--- src/rtl/mario_render_pkg.sv ---
// Shared constants and types for the Mario render path (World, sprite renderer, pixel mux).
package mario_render_pkg;

    localparam int SCREEN_W  = 640;
    localparam int SCREEN_H  = 480;
    localparam int SPR_W     = 16;
    localparam int SPR_H     = 16;

    localparam int MIRROR_BIT = 5;
    localparam int FRAME_MSB  = 4;

    localparam int SPR_XB = $clog2(SPR_W);
    localparam int SPR_YB = $clog2(SPR_H);
    // ROM address layout is {frame, row, col}
    localparam int ROM_AW = FRAME_MSB + 1 + SPR_YB + SPR_XB;

    typedef logic [11:0] rgb444_t;

    localparam rgb444_t TRANSPARENT = 12'hF0F;
    localparam rgb444_t DBG_COLOR   = 12'hF00;

endpackage

--- src/rtl/mario_sprite_render_if.sv ---
// Pixel query / result bus between the VGA scan pipeline and the sprite renderer.
interface mario_sprite_render_if;
    import mario_render_pkg::*;

    // Valid-only stream with no ready: the renderer accepts a query on every
    // cycle pix_valid is high, and out_valid follows pix_valid exactly 3 cycles later.
    logic        pix_valid;
    logic [10:0] pix_x;
    logic [9:0]  pix_y;
    logic        out_valid;
    logic        out_hit;
    rgb444_t     out_rgb;

    modport master (
        output pix_valid, pix_x, pix_y,
        input  out_valid, out_hit, out_rgb
    );

    modport slave (
        input  pix_valid, pix_x, pix_y,
        output out_valid, out_hit, out_rgb
    );

endinterface

--- src/rtl/mario_sprite_addr_gen.sv ---
// Combinational sprite-relative offset, in-box test and sprite ROM address for one query.
// With MARIO_HITBOX_DEBUG_EN defined it also flags the hitbox outline pixels.
module mario_sprite_addr_gen
    import mario_render_pkg::*;
(
    input  logic [10:0]        pix_x,
    input  logic [9:0]         pix_y,
    input  logic signed [12:0] scr_x,
    input  logic [9:0]         spr_y,
    input  logic               visible,
    input  logic [5:0]         id,
    output logic               in_box,
`ifdef MARIO_HITBOX_DEBUG_EN
    output logic               edge_px,
`endif
    output logic [ROM_AW-1:0]  addr
);

    localparam logic signed [13:0] SPR_W_S  = 14'(SPR_W);
    localparam logic signed [10:0] SPR_H_S  = 11'(SPR_H);
    localparam logic [10:0]        SCR_W_U  = 11'(SCREEN_W);
    localparam logic [9:0]         SCR_H_U  = 10'(SCREEN_H);
    localparam logic [SPR_XB-1:0]  COL_MAX  = SPR_XB'(SPR_W - 1);
    localparam logic [SPR_YB-1:0]  ROW_MAX  = SPR_YB'(SPR_H - 1);

    logic signed [13:0] dx;
    logic signed [10:0] dy;
    logic [SPR_XB-1:0]  col;
    logic [SPR_YB-1:0]  row;

    always_comb begin
        // dx needs 14 bits: pix_x up to 2047 minus scr_x down to -4095
        dx = $signed({3'b000, pix_x}) - $signed({scr_x[12], scr_x});
        dy = $signed({1'b0, pix_y}) - $signed({1'b0, spr_y});

        in_box = visible
              && (dx >= 14'sd0) && (dx < SPR_W_S)
              && (dy >= 11'sd0) && (dy < SPR_H_S)
              && (pix_x < SCR_W_U) && (pix_y < SCR_H_U);

        col = id[MIRROR_BIT] ? (COL_MAX - dx[SPR_XB-1:0]) : dx[SPR_XB-1:0];
        row = dy[SPR_YB-1:0];
        addr = {id[FRAME_MSB:0], row, col};
`ifdef MARIO_HITBOX_DEBUG_EN
        edge_px = (dx[SPR_XB-1:0] == '0) || (dx[SPR_XB-1:0] == COL_MAX)
               || (dy[SPR_YB-1:0] == '0) || (dy[SPR_YB-1:0] == ROW_MAX);
`endif
    end

endmodule

--- src/rtl/mario_sprite_render.sv ---
// Mario sprite renderer: per-frame shadow of player state, 3-stage pixel query pipeline
// around a synchronous sprite ROM. Optional hitbox outline via MARIO_HITBOX_DEBUG_EN.
module mario_sprite_render
    import mario_render_pkg::*;
#(
    parameter int VIEW_W = 33
) (
    input  logic                 clk,
    input  logic                 rst,
    input  logic                 frame_start,
    input  logic [10:0]          mario_x,
    input  logic [9:0]           mario_y,
    input  logic [5:0]           mario_id,
    input  logic [VIEW_W-1:0]    view,
    mario_sprite_render_if.slave pix,
    output logic [ROM_AW-1:0]    rom_addr,
    input  rgb444_t              rom_data
);

    localparam logic signed [12:0] VIS_LO = 13'(-SPR_W);
    localparam logic signed [12:0] VIS_HI = 13'(SCREEN_W);

    logic [10:0]        sh_x;
    logic [9:0]         sh_y;
    logic [5:0]         sh_id;
    logic [11:0]        sh_view;
    logic signed [12:0] scr_x;
    logic               visible;

    logic               ag_in_box;
    logic [ROM_AW-1:0]  ag_addr;
    logic               s1_v, s1_in_box;
    logic               s2_v, s2_in_box;
    logic               s3_hit;
    rgb444_t            s3_rgb;

    // The camera only ever moves within a 4096-pixel window of the player
    logic unused_view_hi;
    assign unused_view_hi = ^view[VIEW_W-1:12];

    always_comb begin
        scr_x   = $signed({2'b00, sh_x}) - $signed({1'b0, sh_view});
        visible = !rst && (scr_x > VIS_LO) && (scr_x < VIS_HI);
    end

`ifdef MARIO_HITBOX_DEBUG_EN
    logic ag_edge, s1_edge, s2_edge;
`endif

    mario_sprite_addr_gen u_addr_gen (
        .pix_x   (pix.pix_x),
        .pix_y   (pix.pix_y),
        .scr_x   (scr_x),
        .spr_y   (sh_y),
        .visible (visible),
        .id      (sh_id),
        .in_box  (ag_in_box),
`ifdef MARIO_HITBOX_DEBUG_EN
        .edge_px (ag_edge),
`endif
        .addr    (ag_addr)
    );

    always_comb begin
        s3_hit = s2_in_box && (rom_data != TRANSPARENT);
        s3_rgb = s3_hit ? rom_data : '0;
`ifdef MARIO_HITBOX_DEBUG_EN
        if (s2_in_box && s2_edge) begin
            s3_hit = 1'b1;
            s3_rgb = DBG_COLOR;
        end
`endif
    end

    always_ff @(posedge clk) begin
        if (rst) begin
            sh_x          <= '0;
            sh_y          <= '0;
            sh_id         <= '0;
            sh_view       <= '0;
            s1_v          <= 1'b0;
            s1_in_box     <= 1'b0;
            rom_addr      <= '0;
            s2_v          <= 1'b0;
            s2_in_box     <= 1'b0;
            pix.out_valid <= 1'b0;
            pix.out_hit   <= 1'b0;
            pix.out_rgb   <= '0;
        end else begin
            // A query in the frame_start cycle still sees the previous shadow
            if (frame_start) begin
                sh_x    <= mario_x;
                sh_y    <= mario_y;
                sh_id   <= mario_id;
                sh_view <= view[11:0];
            end
            s1_v      <= pix.pix_valid;
            s1_in_box <= pix.pix_valid && ag_in_box;
            if (pix.pix_valid) rom_addr <= ag_addr;
            s2_v          <= s1_v;
            s2_in_box     <= s1_in_box;
            pix.out_valid <= s2_v;
            pix.out_hit   <= s3_hit;
            pix.out_rgb   <= s3_rgb;
        end
    end

`ifdef MARIO_HITBOX_DEBUG_EN
    always_ff @(posedge clk) begin
        if (rst) begin
            s1_edge <= 1'b0;
            s2_edge <= 1'b0;
        end else begin
            s1_edge <= ag_edge;
            s2_edge <= s1_edge;
        end
    end
`endif

endmodule

--- src/flat_wrapper.sv ---
// flat-port wrapper written by rule: the top's interface ports become plain ports
module mario_sprite_render_flat import mario_render_pkg::*;
#(
    parameter int VIEW_W = 33
)
  (clk, rst, frame_start, mario_x, mario_y, mario_id, view, rom_addr, rom_data, pix_pix_valid, pix_pix_x, pix_pix_y, pix_out_valid, pix_out_hit, pix_out_rgb);
  mario_sprite_render_if pix_i ();
  input  logic clk;
  input  logic rst;
  input  logic frame_start;
  input  logic [10:0] mario_x;
  input  logic [9:0] mario_y;
  input  logic [5:0] mario_id;
  input  logic [VIEW_W-1:0] view;
  output logic [ROM_AW-1:0] rom_addr;
  input  rgb444_t rom_data;
  input wire logic [$bits(pix_i.pix_valid)-1:0] pix_pix_valid;
  input wire logic [$bits(pix_i.pix_x)-1:0] pix_pix_x;
  input wire logic [$bits(pix_i.pix_y)-1:0] pix_pix_y;
  output wire logic [$bits(pix_i.out_valid)-1:0] pix_out_valid;
  output wire logic [$bits(pix_i.out_hit)-1:0] pix_out_hit;
  output wire logic [$bits(pix_i.out_rgb)-1:0] pix_out_rgb;
  assign pix_i.pix_valid = pix_pix_valid;
  assign pix_i.pix_x = pix_pix_x;
  assign pix_i.pix_y = pix_pix_y;
  assign pix_out_valid = pix_i.out_valid;
  assign pix_out_hit = pix_i.out_hit;
  assign pix_out_rgb = pix_i.out_rgb;
  mario_sprite_render #(.VIEW_W(VIEW_W)) u_core (.clk(clk), .rst(rst), .frame_start(frame_start), .mario_x(mario_x), .mario_y(mario_y), .mario_id(mario_id), .view(view), .pix(pix_i), .rom_addr(rom_addr), .rom_data(rom_data));
endmodule
--- config.mk ---
export PLATFORM = sky130hd
export DESIGN_NAME = mario_sprite_render_flat
export DESIGN_NICKNAME = d
export VERILOG_FILES = /design/src/rtl/mario_render_pkg.sv /design/src/rtl/mario_sprite_render_if.sv /design/src/rtl/mario_sprite_addr_gen.sv /design/src/rtl/mario_sprite_render.sv /design/src/flat_wrapper.sv
export SDC_FILE = /design/constraint.sdc
export NUM_CORES = 1
export LEC_CHECK = 0
export ABC_AREA = 1
export CAP_MARGIN = 20
export CELL_PAD_IN_SITES_DETAIL_PLACEMENT = 2
export CELL_PAD_IN_SITES_GLOBAL_PLACEMENT = 2
export CORE_ASPECT_RATIO = 1.75
export CORE_MARGIN = 1
export CORE_UTILIZATION = 25
export DETAILED_ROUTE_END_ITERATION = 12
export GPL_TIMING_DRIVEN = 0
export PLACE_DENSITY_LB_ADDON = 0.1
export SYNTH_ARGS = -nofsm -noshare
export SYNTH_HDL_FRONTEND = slang
export SYNTH_SLANG_ARGS = --single-unit
export TNS_END_PERCENT = 100
--- constraint.sdc ---
create_clock -name clk -period 3.3 [get_ports clk]
set_input_delay 0.33 -clock clk [delete_from_list [all_inputs] [get_ports clk]]
set_output_delay 0.33 -clock clk [all_outputs]
set_load 0.1 [all_outputs]
# Word-level counts from Yosys, hierarchy flattened
# Index checks and enable logic that the tools add are counted.
dict set report op_classes {
  shifts 0
  eq_ne 1
  n_lt_le_gt_ge 8
  n_mux 1
  n_div 0
  mul 0
  add_sub_neg 4
  bitwise_logic 1
  n_reduce_logical 12
}
# op n
set op_table {}
lappend op_table {{$ge A14 B1 Y1 const B} 1}
lappend op_table {{$lt A14 B6 Y1 const B} 1}
lappend op_table {{$sub A12 B13 Y14} 1}
lappend op_table {{$gt A13 B5 Y1 const B} 1}
lappend op_table {{$lt A13 B11 Y1 const B} 1}
lappend op_table {{$sub A11 B12 Y13} 1}
lappend op_table {{$ne A12 B12 Y1 const B} 1}
lappend op_table {{$ge A11 B1 Y1 const B} 1}
lappend op_table {{$lt A11 B10 Y1 const B} 1}
lappend op_table {{$lt A11 B6 Y1 const B} 1}
lappend op_table {{$sub A10 B10 Y11} 1}
lappend op_table {{$logic_and A1 B1 Y1} 10}
lappend op_table {{$lt A10 B9 Y1 const B} 1}
lappend op_table {{$mux W4} 1}
lappend op_table {{$sub A4 B4 Y4 const A} 1}
lappend op_table {{$reduce_or A2 Y1} 1}
lappend op_table {{$logic_not A1 Y1} 1}
lappend op_table {{$not A1 Y1} 1}
dict set report word_totals {
  out_inout_bits 27
  ff_bits 70
  romBits 0
  wordCells 39
  n_memories 0
  latch_bits 0
  ramBits 0
}

# Depth between registers and ports, before layout
dict set report logic_depth {
  ltp_word 11
  mapped_depth 25
  ltp_nobuf 25
}

# By module
# From an unflattened synthesis, not the netlist that was laid out.
dict set report hier_totals {
  hier_cells 709
  hier_area_um2 4541.9
}
# module cells_per_inst seq_area_each_um2 n_inst area_per_inst_um2
set by_module_without_submodules {}
lappend by_module_without_submodules {mario_sprite_render 445 1401.3 1 3110.5}
lappend by_module_without_submodules {mario_sprite_addr_gen 264 0.0 1 1431.4}

# Worst setup path after synthesis
# No wires, ideal clock.
dict set report synth_timing {
  path_type {flip-flop to flip-flop}
  startpoint {register u_core.sh_x[0]}
  endpoint {register u_core.s1_in_box}
  path_stages_with_launch 23
  setup_time_ps 116
  path_buffers 0
  synth_period_minus_slack_ps 2778
  path_slack_ps 522
  required_time_ps 3184
  arrival_time_ps 2662
  path_cell_list {dfxtp_1 > inv_1 > ha_1 > fa_1 > inv_1 > nand3_1 > nand2_4 > xor2_1 > inv_1 > ha_1 > nand2_1 > nor2_1 > nand2_1 > nand3_1 > nand2_1 > nand2_1 > nand2_1 > nand3b_1 > nand2_1 > nor2_1 > nor2_1 > xnor2_1 > nor2_1}
}
dict set report synth_via {
  elab_chain_cells 11
}
# element line_no
set synth_lines {}
lappend synth_lines {{start, declared} mario_sprite_render.sv:23} ;# logic [10:0] sh_x;
lappend synth_lines {{start signal, assigned} mario_sprite_render.sv:92} ;# sh_x <= mario_x;
lappend synth_lines {{$sub A11 B12 Y13 *} mario_sprite_render.sv:42} ;# scr_x = $signed({2'b00, sh_x}) - $signed({1'b0, sh_view});
lappend synth_lines {{parallel branches: the longest is 4 deep, another holds $sub A12 B13 Y14} -}
lappend synth_lines {{$logic_and A1 B1 Y1 *} mario_sprite_addr_gen.sv:37} ;# && (dx >= 14'sd0) && (dx < SPR_W_S)
lappend synth_lines {{$logic_and A1 B1 Y1 * (2 in series)} mario_sprite_addr_gen.sv:38} ;# && (dy >= 11'sd0) && (dy < SPR_H_S)
lappend synth_lines {{$logic_and A1 B1 Y1 * (2 in series)} mario_sprite_addr_gen.sv:39} ;# && (pix_x < SCR_W_U) && (pix_y < SCR_H_U);
lappend synth_lines {{$logic_and A1 B1 Y1 *} mario_sprite_render.sv:98} ;# s1_in_box <= pix.pix_valid && ag_in_box;
lappend synth_lines {{end signal, assigned} mario_sprite_render.sv:98}
lappend synth_lines {{end, declared} mario_sprite_render.sv:32} ;# logic s1_v, s1_in_box;
# Mark *: on every way between the ends.
# A chain may end at the register's enable or synchronous reset.

# Worst setup path in the final report
# Same ends and word-level chain as after synthesis.

==> reports/qor.yml <==
hp-start: "rst"
critPathLaunch: "u_core.sh_x[0]"
seq_power_share_pct: 29.9
status: "complete, no violations"
combPwrFrac_pct: 37.2
clk-insertion-delay-late_ns: 0.34
remaining_drc_errors: 0
finish.utilization_pct: 35.99
io_pins: 124
cts_made_buffers: 9
period_needed_ns: 3.065
postSynthNetCount: 757
p_leak_uw: 0.002765
p_switching_uw: 1143
ys_types: 35
critPathKind: "reg2reg"
startpoint_type: "register"
cap_violations: 0
antenna_found_initial: 0
max_slew_margin_pct: 33.35
routed-wl-met2_um: 9585
synth_area_um2: 4268
hold_class: "in2reg"
portBuffers: 100
grt_usage_pct: 18.57
power.density_nw_per_um2: 518.3
clock-sinks: 70
ys_ff_latch: 70
p_sw_share_pct: 37.08
grt_max_degree: 14
dpl.hpwl_um: 13150
die_h_um: 174.8
vias: 4434
wl_met3_um: 428
yosysWarnings: 0
drtPass1Iterations: 4
finClkSkew_ns: 0.006541
critPathMaxFanout: 5
drive_above_1_share_pct: 8.579
insertedDiodeCount: 0
max-clock-path-buffers: 2
pwr-share-clk_pct: 32.9
p_int_uw: 1939
tritoncts: "done"
grt_pass1_wl_um: 24940
finalSetupViolCount: 0
wl_per_cell_um: 16.08
num_rows: 62
clk_pin_slew_ns: 0.06
worst_pin_slew_ns: 0.9967
r2r-start: "u_core.sh_x[0]"
htree_levels: 3
fmax_ghz: 0.3263
syn_inst: 627
place_area_um2: 5549
grt_overflow_total: 0
grt_pass1_vias: 4982
num-fill-cells: 1972
gp_congestion: 0.8194
nNetsFinal: 871
drt-total-wl_um: 15600
crit_path_end_kind: "register"
ys_seq_area_share_pct: 32.83
cp.arrival_ns: 3.29
initial_core_util_pct: 25.83
hold_viol: 0
ir_drop_uv: 211.0
avgSynthCellArea_um2: 6.807
die_area_um2: 17620
fin_area_um2: 5947
fin_tns_setup_ns: 0
drv_slew: 0
postRouteAntennaNets: 0
dieWidth_um: 100.8
crit_required_ns: 3.52
min_period_over_period_pct: 92.88
hold_buffers: 0
top_layer: "met4"
coreArea_um2: 16520
whs_ns: 0.3706
area_growth_pct: 39.34
cts_root_buffer: "clkbuf_16"
via_per_inst: 4.571
drt_iter0_markers: 73
drt-met1-wl_um: 5367
## cells in the mapped netlist
cell,n,area [um2]
nor3_1,1,5.000
xor2_1,7,61.31
a21o_1,2,15.01
a21boi_2,1,11.26
o21bai_1,2,15.01
nand2_1,106,397.9
nand2_4,2,22.52
buf_2,1,5.000
nor4_1,3,18.77
clkinv_1,1,3.750
o21a_1,2,15.01
a21oi_2,2,17.52
nand3b_1,5,37.54
nand4_1,12,75.07
a21oi_4,1,16.27
and2_1,1,6.260
xnor2_1,10,87.58
o211ai_1,1,7.510
o21ai_0,53,265.3
ha_1,30,375.4
a31oi_1,2,12.51
nand3_2,5,50.05
a21oi_1,38,190.2
nand3_4,1,17.52
dfxtp_1,70,1401
nor2_2,4,25.02
clkbuf_1,17,63.81
nand4_2,1,12.51
o221ai_1,1,8.760
inv_1,103,386.6
nor2_1,95,356.6
inv_2,5,18.77
fa_1,3,60.06
nand2_2,8,50.05
nand3_1,31,155.2
## layout make-up
type	instances	area [um2]	area share, %
multi-input cells	430	2456	41.30
well taps	224	280.3	4.713
inverters	109	409.1	6.880
flip-flops and latches	70	1401	23.56
clock buffers	10	239.0	4.019
repair buffers	103	1023	17.21
clock inverters	6	68.82	1.157
plain buffers	18	68.82	1.157
## metrics by stage
step           setup slack, ns  cells  power (uW)
6_report                0.2349    970        3082
5_1_grt               -0.05222    970        3287
4_1_cts               0.008580    967        3114
3_5_place_dp          -0.08745    951        2064
3_3_place_gp         -0.005687    951        2023
2_1_floorplan           0.5220    627        1703
## kinds of logic after synthesis
family,after synthesis,share of synthesized area (%)
adders and majority gates,33,10.20
and+or+nand+nor,275,28.82
AOI/OAI and AO/OA,105,13.46
buffers and inverters,127,11.20
xor gates and xnor gates,17,3.489
DFF,70,32.83
## worst max-delay path, stage by stage (launching register included)
cell,delay [ns]
dfxtp_1,0.31
inv_1,0.05
ha_2,0.18
fa_2,0.38
inv_2,0.07
nand3_2,0.07
nand2_4,0.10
xor2_2,0.18
inv_2,0.06
ha_4,0.28
nand2_1,0.07
nor2_1,0.14
nand2_1,0.07
nand3_2,0.09
nand2_1,0.06
nand2_1,0.09
nand2_1,0.06
nand3b_1,0.11
nand2_1,0.09
nor2_1,0.12
nor2_1,0.08
xnor2_1,0.19
nor2_2,0.08
## cell usage in the layout, fill, tap and decap left out, drive strengths merged
| cell type | count |
|---|---|
| clkbuf | 27 |
| a31oi | 2 |
| nor2 | 99 |
| nand2 | 116 |
| nand3b | 5 |
| buf | 4 |
| ha | 30 |
| clkdlybuf4s50 | 100 |
| a21o | 2 |
| fa | 3 |
| dfxtp | 70 |
| a21oi | 41 |
| inv | 109 |
| nor3 | 1 |
| o211ai | 1 |
| nor4 | 3 |
| bufinv | 1 |
| nand4 | 13 |
| o221ai | 1 |
| and2 | 1 |
| xor2 | 7 |
| clkinvlp | 1 |
| o21a | 2 |
| nand3 | 37 |
| a21boi | 1 |
| o21bai | 2 |
| o21ai | 53 |
| clkinv | 4 |
| xnor2 | 10 |
## flip-flops by register name (all words and copies together), names as in the netlist, 6 cells and up
name,count
u_core.rom_addr,13
u_core.sh_id,6
u_core.sh_y,10
u_core.sh_x,11
u_core.sh_view,12
u_core.pix.out_rgb,12
## final timing paths
check | depth (start not counted) | slack [ns] | to
worst max register to register | 22 | 0.23 | u_core.s1_in_box
worst max-delay path | 22 | 0.23 | u_core.s1_in_box
worst min register to register | 2 | 0.41 | u_core.s2_v
worst min-delay path | 2 | 0.37 | u_core.s2_in_box
## metal layers
layer  GRT usage [%]  up-vias
met3           2.480       15
met1           17.00     2133
met4           4.227        0
li1                -     2214
met5               0        -
met2           40.44       72
## power groups by stage
stage               Combinational (uW)  Clock [uW]  Sequential (uW)
detailed placement                1120           0              942
global route                      1280        1080              928
CTS                               1140        1050              923
global placement                  1080           0              939
finish                            1150        1010              922
floorplan                          656           0             1050
## what timing repair did
action / in CTS / in global routing
setup buffers: 0 / 3
endpoints found under the setup margin: 1 / 1
resized for setup: 3 / 11
pin swaps: 2 / 6
No activity file was read; power rests on OpenSTA's default activity.
